### src/rtl/dac_serializer_pkg.sv
// Shared types, frame constants and the sample-to-code conversion.
package dac_pkg;

  localparam int         FRAME_BITS  = 16;
  localparam int         CODE_BITS   = 12;
  localparam logic [3:0] DEFAULT_CMD = 4'b0011;

  typedef enum logic [2:0] {
    IDLE,
    LOAD,
    SHIFT_LO,
    SHIFT_HI,
    GAP
  } state_t;

  // Offset, arithmetic shift and clamp of a signed filter sample into a DAC code.
  // Carried in 34 bits so the offset add can never wrap.
  function automatic logic [CODE_BITS-1:0] saturate_code(
    input logic [31:0] sample,
    input logic [31:0] offset,
    input int          shift,
    input int          dac_bits
  );
    logic signed [33:0] s;
    logic signed [33:0] q;
    logic signed [33:0] max_code;
    s        = $signed({{2{sample[31]}}, sample}) + $signed({{2{offset[31]}}, offset});
    q        = s >>> shift;
    max_code = (34'sd1 <<< dac_bits) - 34'sd1;
    if (q < 34'sd0)
      saturate_code = '0;
    else if (q > max_code)
      saturate_code = max_code[CODE_BITS-1:0];
    else
      saturate_code = q[CODE_BITS-1:0];
  endfunction

endpackage

### src/rtl/dac_serializer_if.sv
// Sample stream in, DAC serial pins and status out.
interface dac_serializer_if #(
  parameter int FIFO_DEPTH = 4
);
  localparam int CW = $clog2(FIFO_DEPTH) + 1;

  logic [31:0]   sample_in;
  logic          sample_valid;
  logic          enable;
  logic          clr_overflow;
  logic          sclk;
  logic          sdata;
  logic          cs_n;
  logic          busy;
  logic [CW-1:0] fifo_count;
  logic          overflow;
  logic [15:0]   drop_count;

  modport slave (
    input  sample_in, sample_valid, enable, clr_overflow,
    output sclk, sdata, cs_n, busy, fifo_count, overflow, drop_count
  );

  modport master (
    output sample_in, sample_valid, enable, clr_overflow,
    input  sclk, sdata, cs_n, busy, fifo_count, overflow, drop_count
  );
endinterface

### src/rtl/dac_serializer_fifo.sv
// Small synchronous FIFO with first-word fall-through read data.
module sample_fifo #(
  parameter  int WIDTH = 12,
  parameter  int DEPTH = 4,
  localparam int AW    = $clog2(DEPTH),
  localparam int CW    = $clog2(DEPTH) + 1
) (
  input  logic             clk,
  input  logic             rst,
  input  logic             push,
  input  logic             pop,
  input  logic [WIDTH-1:0] din,
  output logic [WIDTH-1:0] dout,
  output logic             full,
  output logic             empty,
  output logic [CW-1:0]    count
);

  logic [WIDTH-1:0] mem [DEPTH];
  logic [AW-1:0]    wr_ptr;
  logic [AW-1:0]    rd_ptr;

  assign dout  = mem[rd_ptr];
  assign full  = (count == CW'(DEPTH));
  assign empty = (count == '0);

  // Storage array; contents need no reset since pointers define validity.
  always_ff @(posedge clk) begin
    if (push)
      mem[wr_ptr] <= din;
  end

  // Pointer and occupancy tracking.
  always_ff @(posedge clk or posedge rst) begin
    if (rst) begin
      wr_ptr <= '0;
      rd_ptr <= '0;
      count  <= '0;
    end else begin
      if (push)
        wr_ptr <= wr_ptr + AW'(1);
      if (pop)
        rd_ptr <= rd_ptr + AW'(1);
      case ({push, pop})
        2'b10:   count <= count + CW'(1);
        2'b01:   count <= count - CW'(1);
        default: count <= count;
      endcase
    end
  end

endmodule

### src/rtl/dac_serializer.sv
// Converts filter samples to DAC codes, buffers them and shifts out 16-bit frames.
//
// state    | meaning
// IDLE     | waiting for enable and a buffered code
// LOAD     | pop a code, build frame, drop cs_n, drive MSB
// SHIFT_LO | sclk low for CLK_DIV cycles
// SHIFT_HI | sclk high for CLK_DIV cycles, DAC samples on the rise
// GAP      | cs_n held high for GAP_CYCLES cycles between frames
module dac_serializer
  import dac_pkg::*;
#(
  parameter logic [31:0] OFFSET     = 32'h003FFFFF,
  parameter int          SHIFT      = 11,
  parameter int          DAC_BITS   = 12,
  parameter logic [3:0]  CMD        = DEFAULT_CMD,
  parameter int          CLK_DIV    = 2,
  parameter int          GAP_CYCLES = 4,
  parameter int          FIFO_DEPTH = 4
) (
  input logic            clk,
  input logic            rst,
  dac_serializer_if.slave bus
);

  localparam int CW = $clog2(FIFO_DEPTH) + 1;
  localparam int BW = $clog2(FRAME_BITS);

  logic                  s1_valid;
  logic [CODE_BITS-1:0]  s1_code;
  logic                  push;
  logic                  pop;
  logic                  full;
  logic                  empty;
  logic                  drop;
  logic [CODE_BITS-1:0]  fifo_dout;
  logic [CW-1:0]         count;

  state_t                state;
  logic [FRAME_BITS-1:0] shreg;
  logic [BW-1:0]         bit_idx;
  logic [15:0]           div_cnt;
  logic [15:0]           gap_cnt;
  logic                  sclk_r;
  logic                  sdata_r;
  logic                  cs_n_r;
  logic                  overflow_r;
  logic [15:0]           drop_r;

  // A full FIFO still accepts a code when the FSM is popping in the same cycle.
  assign pop  = (state == LOAD);
  assign push = s1_valid && (!full || pop);
  assign drop = s1_valid && full && !pop;

  // Stage 1: register the converted code alongside its valid.
  always_ff @(posedge clk or posedge rst) begin
    if (rst) begin
      s1_valid <= 1'b0;
      s1_code  <= '0;
    end else begin
      s1_valid <= bus.sample_valid;
      s1_code  <= saturate_code(bus.sample_in, OFFSET, SHIFT, DAC_BITS);
    end
  end

  sample_fifo #(
    .WIDTH (CODE_BITS),
    .DEPTH (FIFO_DEPTH)
  ) u_fifo (
    .clk   (clk),
    .rst   (rst),
    .push  (push),
    .pop   (pop),
    .din   (s1_code),
    .dout  (fifo_dout),
    .full  (full),
    .empty (empty),
    .count (count)
  );

  // Frame sequencer with registered serial outputs.
  always_ff @(posedge clk or posedge rst) begin
    if (rst) begin
      state   <= IDLE;
      shreg   <= '0;
      bit_idx <= '0;
      div_cnt <= '0;
      gap_cnt <= '0;
      sclk_r  <= 1'b0;
      sdata_r <= 1'b0;
      cs_n_r  <= 1'b1;
    end else begin
      case (state)
        IDLE: begin
          if (bus.enable && !empty)
            state <= LOAD;
        end
        LOAD: begin
          shreg   <= {CMD, fifo_dout};
          cs_n_r  <= 1'b0;
          sclk_r  <= 1'b0;
          sdata_r <= CMD[3];
          bit_idx <= BW'(FRAME_BITS - 1);
          div_cnt <= 16'(CLK_DIV - 1);
          state   <= SHIFT_LO;
        end
        SHIFT_LO: begin
          if (div_cnt == '0) begin
            sclk_r  <= 1'b1;
            div_cnt <= 16'(CLK_DIV - 1);
            state   <= SHIFT_HI;
          end else begin
            div_cnt <= div_cnt - 16'd1;
          end
        end
        SHIFT_HI: begin
          if (div_cnt == '0) begin
            sclk_r <= 1'b0;
            if (bit_idx != '0) begin
              bit_idx <= bit_idx - BW'(1);
              sdata_r <= shreg[bit_idx - BW'(1)];
              div_cnt <= 16'(CLK_DIV - 1);
              state   <= SHIFT_LO;
            end else begin
              cs_n_r  <= 1'b1;
              sdata_r <= 1'b0;
              gap_cnt <= 16'(GAP_CYCLES - 1);
              state   <= GAP;
            end
          end else begin
            div_cnt <= div_cnt - 16'd1;
          end
        end
        GAP: begin
          if (gap_cnt == '0)
            state <= IDLE;
          else
            gap_cnt <= gap_cnt - 16'd1;
        end
        default: state <= IDLE;
      endcase
    end
  end

  // Sticky overflow and saturating drop counter; a clear beats a same-cycle drop.
  always_ff @(posedge clk or posedge rst) begin
    if (rst) begin
      overflow_r <= 1'b0;
      drop_r     <= '0;
    end else if (bus.clr_overflow) begin
      overflow_r <= 1'b0;
      drop_r     <= '0;
    end else if (drop) begin
      overflow_r <= 1'b1;
      if (drop_r != 16'hFFFF)
        drop_r <= drop_r + 16'd1;
    end
  end

  assign bus.sclk       = sclk_r;
  assign bus.sdata      = sdata_r;
  assign bus.cs_n       = cs_n_r;
  assign bus.busy       = ~cs_n_r;
  assign bus.fifo_count = count;
  assign bus.overflow   = overflow_r;
  assign bus.drop_count = drop_r;

endmodule

### src/flat_wrapper.sv
// flat-port wrapper written by rule: the top's interface ports become plain ports
module dac_serializer_flat import dac_pkg::*;
#(
  parameter logic [31:0] OFFSET     = 32'h003FFFFF,
  parameter int          SHIFT      = 11,
  parameter int          DAC_BITS   = 12,
  parameter logic [3:0]  CMD        = DEFAULT_CMD,
  parameter int          CLK_DIV    = 2,
  parameter int          GAP_CYCLES = 4,
  parameter int          FIFO_DEPTH = 4
)
  (clk, rst, bus_sample_in, bus_sample_valid, bus_enable, bus_clr_overflow, bus_sclk, bus_sdata, bus_cs_n, bus_busy, bus_fifo_count, bus_overflow, bus_drop_count);
  dac_serializer_if #(.FIFO_DEPTH(FIFO_DEPTH)) bus_i ();
  input logic clk;
  input logic rst;
  input wire logic [$bits(bus_i.sample_in)-1:0] bus_sample_in;
  input wire logic [$bits(bus_i.sample_valid)-1:0] bus_sample_valid;
  input wire logic [$bits(bus_i.enable)-1:0] bus_enable;
  input wire logic [$bits(bus_i.clr_overflow)-1:0] bus_clr_overflow;
  output wire logic [$bits(bus_i.sclk)-1:0] bus_sclk;
  output wire logic [$bits(bus_i.sdata)-1:0] bus_sdata;
  output wire logic [$bits(bus_i.cs_n)-1:0] bus_cs_n;
  output wire logic [$bits(bus_i.busy)-1:0] bus_busy;
  output wire logic [$bits(bus_i.fifo_count)-1:0] bus_fifo_count;
  output wire logic [$bits(bus_i.overflow)-1:0] bus_overflow;
  output wire logic [$bits(bus_i.drop_count)-1:0] bus_drop_count;
  assign bus_i.sample_in = bus_sample_in;
  assign bus_i.sample_valid = bus_sample_valid;
  assign bus_i.enable = bus_enable;
  assign bus_i.clr_overflow = bus_clr_overflow;
  assign bus_sclk = bus_i.sclk;
  assign bus_sdata = bus_i.sdata;
  assign bus_cs_n = bus_i.cs_n;
  assign bus_busy = bus_i.busy;
  assign bus_fifo_count = bus_i.fifo_count;
  assign bus_overflow = bus_i.overflow;
  assign bus_drop_count = bus_i.drop_count;
  dac_serializer #(.OFFSET(OFFSET), .SHIFT(SHIFT), .DAC_BITS(DAC_BITS), .CMD(CMD), .CLK_DIV(CLK_DIV), .GAP_CYCLES(GAP_CYCLES), .FIFO_DEPTH(FIFO_DEPTH)) u_core (.clk(clk), .rst(rst), .bus(bus_i));
endmodule
### config.mk
export PLATFORM = sky130hd
export DESIGN_NAME = dac_serializer_flat
export DESIGN_NICKNAME = d
export VERILOG_FILES = /design/src/rtl/dac_serializer_pkg.sv /design/src/rtl/dac_serializer_if.sv /design/src/rtl/dac_serializer_fifo.sv /design/src/rtl/dac_serializer.sv /design/src/flat_wrapper.sv
export SDC_FILE = /design/constraint.sdc
export NUM_CORES = 1
export LEC_CHECK = 0
export ABC_AREA = 1
export CAP_MARGIN = 20
export CORE_UTILIZATION = 30
export DETAILED_ROUTE_END_ITERATION = 16
export SLEW_MARGIN = 15
export SYNTH_ARGS = -nofsm -noshare
export SYNTH_HDL_FRONTEND = slang
export SYNTH_HIERARCHICAL = 1
export SYNTH_SLANG_ARGS = --single-unit
### constraint.sdc
create_clock -name clk -period 6.4 [get_ports clk]
set_input_delay 0.96 -clock clk [delete_from_list [all_inputs] [get_ports clk]]
set_output_delay 0.96 -clock clk [all_outputs]
set_load 0.01 [all_outputs]
# After elaboration in Yosys (flattened, before gate mapping)

Memories as Yosys holds them, arrays and structs flattened. A register that Yosys moved wholly into a read port is not among the register bits.
Index checks and enable logic that the tools add are counted.

Register bits after elaboration: 92
Memory bits (writable): 48
Input port bits: 37
Output and inout bits: 24
Logic and storage cells: 110
Memories kept: 1

Memory list:

| memory            | words | width | rd ports | clocked after memory_dff | wr ports | RTL line                  | text |
|---|---|---|---|---|---|---|---|
| u_core.u_fifo.mem | 4     | 12    | 1        | 1                        | 1        | dac_serializer_fifo.sv:19 | `logic [WIDTH-1:0] mem [DEPTH];` |

Add/sub/neg operators: 9
$lt $le $gt $ge: 3
Eq/ne operators: 16
Muxes and demuxes: 38
Bitwise logic cells: 1
Reductions and logical operators: 27

Operator list:

| kind                   | count |
|---|---|
| $mux 16                | 9 |
| $pmux 16 s3            | 1 |
| $add 32x23->33 const B | 1 |
| $logic_not 16->1       | 2 |
| $pmux 16 s2            | 1 |
| $sub 16x1->16 const B  | 2 |
| $mux 12                | 2 |
| $gt 22x13->1 const B   | 1 |
| $lt 22x1->1 const B    | 1 |
| $add 16x1->16 const B  | 1 |
| $ne 16x16->1 const B   | 1 |
| $mux 3                 | 5 |
| $pmux 3 s5             | 1 |
| $mux 1                 | 11 |
| $ne 2x1->1 const B     | 5 |
| $reduce_bool 2->1      | 5 |
| $reduce_and 3->1       | 3 |
| $mux 4                 | 2 |
| $pmux 4 s2             | 1 |
| $reduce_and 4->1       | 2 |
| $eq 3x2->1 const B     | 2 |
| $eq 3x3->1 const B     | 2 |
| $logic_not 3->1        | 2 |
| $pmux 3 s2             | 1 |
| 20 further kinds       | 30 |

# Depth between registers and ports, before layout

Depth after elaboration: 6
Gate-level depth with buffers: 15
Mapped depth without buffers: 13

# By module

The synthesis kept the hierarchy.

Modules (own cells, without submodules):

| module         | instances | cells an instance | area an instance (um^2) | sequential area each (um^2) |
|---|---|---|---|---|
| dac_serializer | 1         | 683               | 5186.2                  | 2128.3 |
| sample_fifo    | 1         | 190               | 2351.0                  | 1616.6 |

# Worst setup path before layout

Ideal clock, no wire load.

Path kind: input-to-reg
From: input bus_sample_in[5]
To: register u_core.s1_code[10]
Setup time: 0.113 ns
Data arrival time: 2.264 ns
Required time: 6.287 ns
Path slack: 4.023 ns
Stages on the path: 13
Buffers on the path: 2
Path through: or2_4 > nor2_8 > nand3_4 > buf_6 > nand3_2 > nand2_1 > nor2_1 > nand2_1 > nor2_4 > buf_8 > nand3_2 > nand2_1 > inv_1

Cells in the longest elaborated chain, start to end: 4
Elaborated cells on any way between the ends: 5
Classes of those cells: add/sub (1); order compare (2); mux (2)

Ends and longest elaborated chain:

| item                 | RTL line                 | text |
|---|---|---|
| start, declared      | flat_wrapper.sv:16       | `input wire logic [$bits(bus_i.sample_in)-1:0] bus_sample_in;` |
| $add 32x23->33 *     | dac_serializer_pkg.sv:27 | `s = $signed({{2{sample[31]}}, sample}) + $signed({{2{offset[31]}}, offset});` |
| $gt 22x13->1         | dac_serializer_pkg.sv:32 | `else if (q > max_code)` |
| $mux 12              | dac_serializer_pkg.sv:32 |  |
| $mux 12 *            | dac_serializer_pkg.sv:30 | `if (q < 34'sd0)` |
| end signal, assigned | dac_serializer.sv:61     | `s1_code <= saturate_code(bus.sample_in, OFFSET, SHIFT, DAC_BITS);` |
| end, declared        | dac_serializer.sv:29     | `logic [CODE_BITS-1:0] s1_code;` |

Mark *: on every way between the ends. The rest lies on a longest branch, timed or not.
A chain may end at the register's enable or synchronous reset.

# Worst setup path after layout

From: register u_core.state[1]
To: register u_core.u_fifo.count[1]

Cells in the longest elaborated chain, start to end: 5
Elaborated cells on any way between the ends: 7
Classes of those cells: eq/ne (3); mux (1); reduce/logical (3)

Ends and longest elaborated chain:

| item                                            | RTL line                  | text |
|---|---|---|
| start, declared                                 | dac_serializer.sv:38      | `state_t state;` |
| start signal, assigned                          | dac_serializer.sv:83      | `state <= IDLE;` |
| start signal, assigned                          | dac_serializer.sv:95      | `state <= LOAD;` |
| start signal, assigned                          | dac_serializer.sv:104     | `state <= SHIFT_LO;` |
| $eq 3x1->1 *                                    | dac_serializer.sv:50      | `assign pop = (state == LOAD);` |
| $logic_or 1x1->1 *                              | dac_serializer.sv:51      | `assign push = s1_valid && (!full \|\| pop);` |
| $logic_and 1x1->1 *                             | dac_serializer.sv:51      |  |
| via u_core.push                                 | dac_serializer.sv:30      | `logic push;` |
| $eq 2x1->1 or $eq 2x2->1 (tied branches)        | dac_serializer_fifo.sv:44 | `case ({push, pop})` |
| $pmux 3 s2 or $reduce_bool 2->1 (tied branches) | n/a                       |  |
| end signal, assigned                            | dac_serializer_fifo.sv:45 | `2'b10: count <= count + CW'(1);` |
| end signal, assigned                            | dac_serializer_fifo.sv:46 | `2'b01: count <= count - CW'(1);` |
| end signal, assigned                            | dac_serializer_fifo.sv:47 | `default: count <= count;` |
| end, declared                                   | dac_serializer_fifo.sv:16 | `output logic [CW-1:0] count` |

The timed path passes the listed nets; every way through them passes the cells marked *.

==> results.json <==
{
  "cp_num_buf_inv": 3,
  "area_growth_pct": 18.54,
  "ctsResizeCount": 0,
  "place_congestion": 0.8341,
  "num_antenna_cells": 0,
  "fin_tns_setup_ns": 0,
  "syn_inst": 873,
  "tightest_slew_ns": 0.9970,
  "post-cts-setup-buffer-count": 0,
  "crit_slowest_cell": "a21boi_0",
  "cts_tree": "built",
  "vias_per_cell": 4.439,
  "final_hold_viol_count": 0,
  "whs_ns": 0.4730,
  "placed_cells": 1236,
  "cts_num_sinks": 140,
  "outcome": "finished, final reports clean",
  "synth.cell_area_mm2": 0.007537,
  "cts_buffer_depth": 2,
  "layout_common_cells": "nand2_1, inv_1, dfrtp_1, nor2_1, clkdlybuf4s50_1",
  "min_period_over_period_pct": 44.38,
  "final_area_mm2": 0.008935,
  "ir_worst_vdd_mv": 0.2287,
  "crit_path_end_kind": "register",
  "antenna_found_initial": 0,
  "synth.area.top_cells": "dfrtp_1, edfxtp_1, nand2_1",
  "whs_path_depth": 1,
  "place_area_mm2": 0.008363,
  "nets": 979,
  "drive_above_1_share_pct": 8.792,
  "wire_per_inst_um": 11.78,
  "power.leakage_nw": 4.024,
  "critical_path.most_common_cell": "inv_1",
  "max_stage_delay_ns": 0.92,
  "crit_path_max_fanout": 12,
  "fill_cells": 2508,
  "skew_ns": 0.009935,
  "grt_use_total_pct": 12.49,
  "finalSetupViolCount": 0,
  "yosysTopAreaCell": "dfrtp_1",
  "grt_pass1_vias": 5512,
  "grt_pass1_wl_um": 25950,
  "ys_ff_latch": 140,
  "crit_required_ns": 6.75,
  "powerDensity_mw_per_mm2": 345.2,
  "worstHoldPathType": "register to register",
  "drc": 0,
  "io_buffers": 60,
  "cts_made_buffers": 17,
  "die_w_um": 160.5,
  "cp_cell_sequence": "inv_1 -> nand3_1 -> a21boi_0 -> inv_1 -> ha_1 -> inv_1 -> fa_1 -> o21ai_0",
  "ant_nets": 0,
  "fmax_ghz": 0.3521,
  "critPathKind": "register to register",
  "worst-path-stages": 8,
  "grt_setup_unrepaired": "no",
  "syn_nets": 921,
  "cp-start-kind": "register",
  "rows": 57,
  "drt_iter0_drc": 404,
  "p_total_mw": 3.085,
  "grt_remaining_overflow": 0,
  "initial_core_util_pct": 30.81,
  "slew-limit-headroom_pct": 32.94,
  "finalNonFillerCells": 1268,
  "grt_max_degree": 51,
  "cts_hold_buffers": 0,
  "synth_top_area_share_pct": 30.21,
  "wirelength_um": 14940,
  "htreeDepth": 4,
  "insertion_delay_ns": 0.43,
  "yosysSeqAreaShare_pct": 49.68,
  "syn_area_per_cell_um2": 8.634,
  "dieArea_mm2": 0.02576,
  "cts-root-buf": "clkbuf_16",
  "coreArea_mm2": 0.02446,
  "path_clk_slew_ns": 0.07,
  "critPathTopFamily": "compound AO/OA/AOI/OAI gates",
  "post-route-min-period_ns": 2.840,
  "synthDistinctLibCells": 49,
  "maxCapViolations": 0,
  "final_common_cell": "nand2_1",
  "io_pins": 61,
  "dp.final_hpwl_um": 10420,
  "ff2ff_path_depth": 8,
  "critPathArrivalTime_ns": 3.19,
  "dr_total_vias": 5629,
  "yosysWarnings": 6,
  "drv_slew": 0,
  "dieHeight_um": 160.5,
  "dr.pass1.iters": 4
}
-- report_power, final --
part	switching [mW]	leakage, nW	internal (mW)	total (mW)
clock network	0.428	0.276	0.516	0.944
registers	0.123	1.62	1.13	1.25
logic	0.567	2.13	0.324	0.891
total	1.12	4.02	1.97	3.08
-- cells in the mapped netlist (all sizes together) --
cell      n
a21boi    1
nor4      7
edfxtp   48
a22o      1
nand4    12
o311ai    1
clkbuf    5
o31ai     6
ha       10
clkinv    1
nand2   214
nor4b     1
a22oi     3
dfstp     1
inv     138
nand3    57
nor2     95
dfrtp    91
xor2     29
o21ai    28
fa        1
o211ai   24
or2      10
nand3b    2
nor3     19
o22ai     1
xnor2    13
and3      1
a31oi     3
a21oi    28
mux2      4
buf      18
-- routing by layer --
| metal | part of all wire, % | global-route usage [%] | vias up |
|---|---|---|---|
| li1 | - | - | 2937 |
| met1 | 48 | 15.98 | 2574 |
| met2 | 46 | 19.93 | 101 |
| met3 | 4.3 | 3.461 | 17 |
| met4 | 1.4 | 4.935 | 0 |
| met5 | 0 | 0 | - |
-- through the flow --
stage / worst slack (ns) / utilization (%)
3_5_place_dp: 3.332 / 34.19
5_1_grt: 3.231 / 36.53
4_1_cts: 3.541 / 36.53
6_report: 3.560 / 36.53
3_3_place_gp: 3.378 / 34.19
2_1_floorplan: 3.248 / -
-- registers in the layout (all words and copies together) (netlist names), 2 cells and up --
signal and cells:
u_core/u_fifo/count 3, u_core/bus.drop_count 16, u_core/s1_code 12, u_core/gap_cnt 16, u_core/u_fifo/mem 48, u_core/shreg 13, u_core/u_fifo/wr_ptr 2, u_core/div_cnt 16
u_core/state 3, u_core/u_fifo/rd_ptr 2, u_core/bit_idx 4
-- final cells by class --
class	instances	area, um2	share of cell area, %
Sequential cell	140	3745	41.91
Tap cell	324	405.4	4.537
Clock inverter	15	146.4	1.638
Clock buffer	17	425.4	4.761
Multi-Input combinational cell	571	3074	34.41
Inverter	139	523.0	5.854
Timing Repair Buffer	62	615.6	6.890
-- worst paths after layout --
| kind | start | end | slack, ns |
|---|---|---|---|
| setup / recovery | u_core/state[1] | u_core/u_fifo/count[1] | 3.56 |
| hold / removal | u_core/shreg[12] | u_core/shreg[12] | 0.47 |
| setup reg to reg | u_core/state[1] | u_core/u_fifo/count[1] | 3.56 |
| hold reg to reg | u_core/shreg[12] | u_core/shreg[12] | 0.47 |
| max in group asynchronous | rst | u_core/bus.drop_count[11] | 4.36 |
| min in group asynchronous | rst | u_core/u_fifo/wr_ptr[0] | 0.86 |
-- cell families after synthesis --
family / Yosys count / share of synthesized area (%)
DFF: 140 / 49.68
and+or+nand+nor: 418 / 25.58
AOI/OAI and AO/OA: 96 / 7.802
muxes: 4 / 0.5976
buffers and inverters: 162 / 9.528
adders and majority gates: 11 / 1.926
xor gates and xnor gates: 42 / 4.880
(Power assumes the default switching activity.)
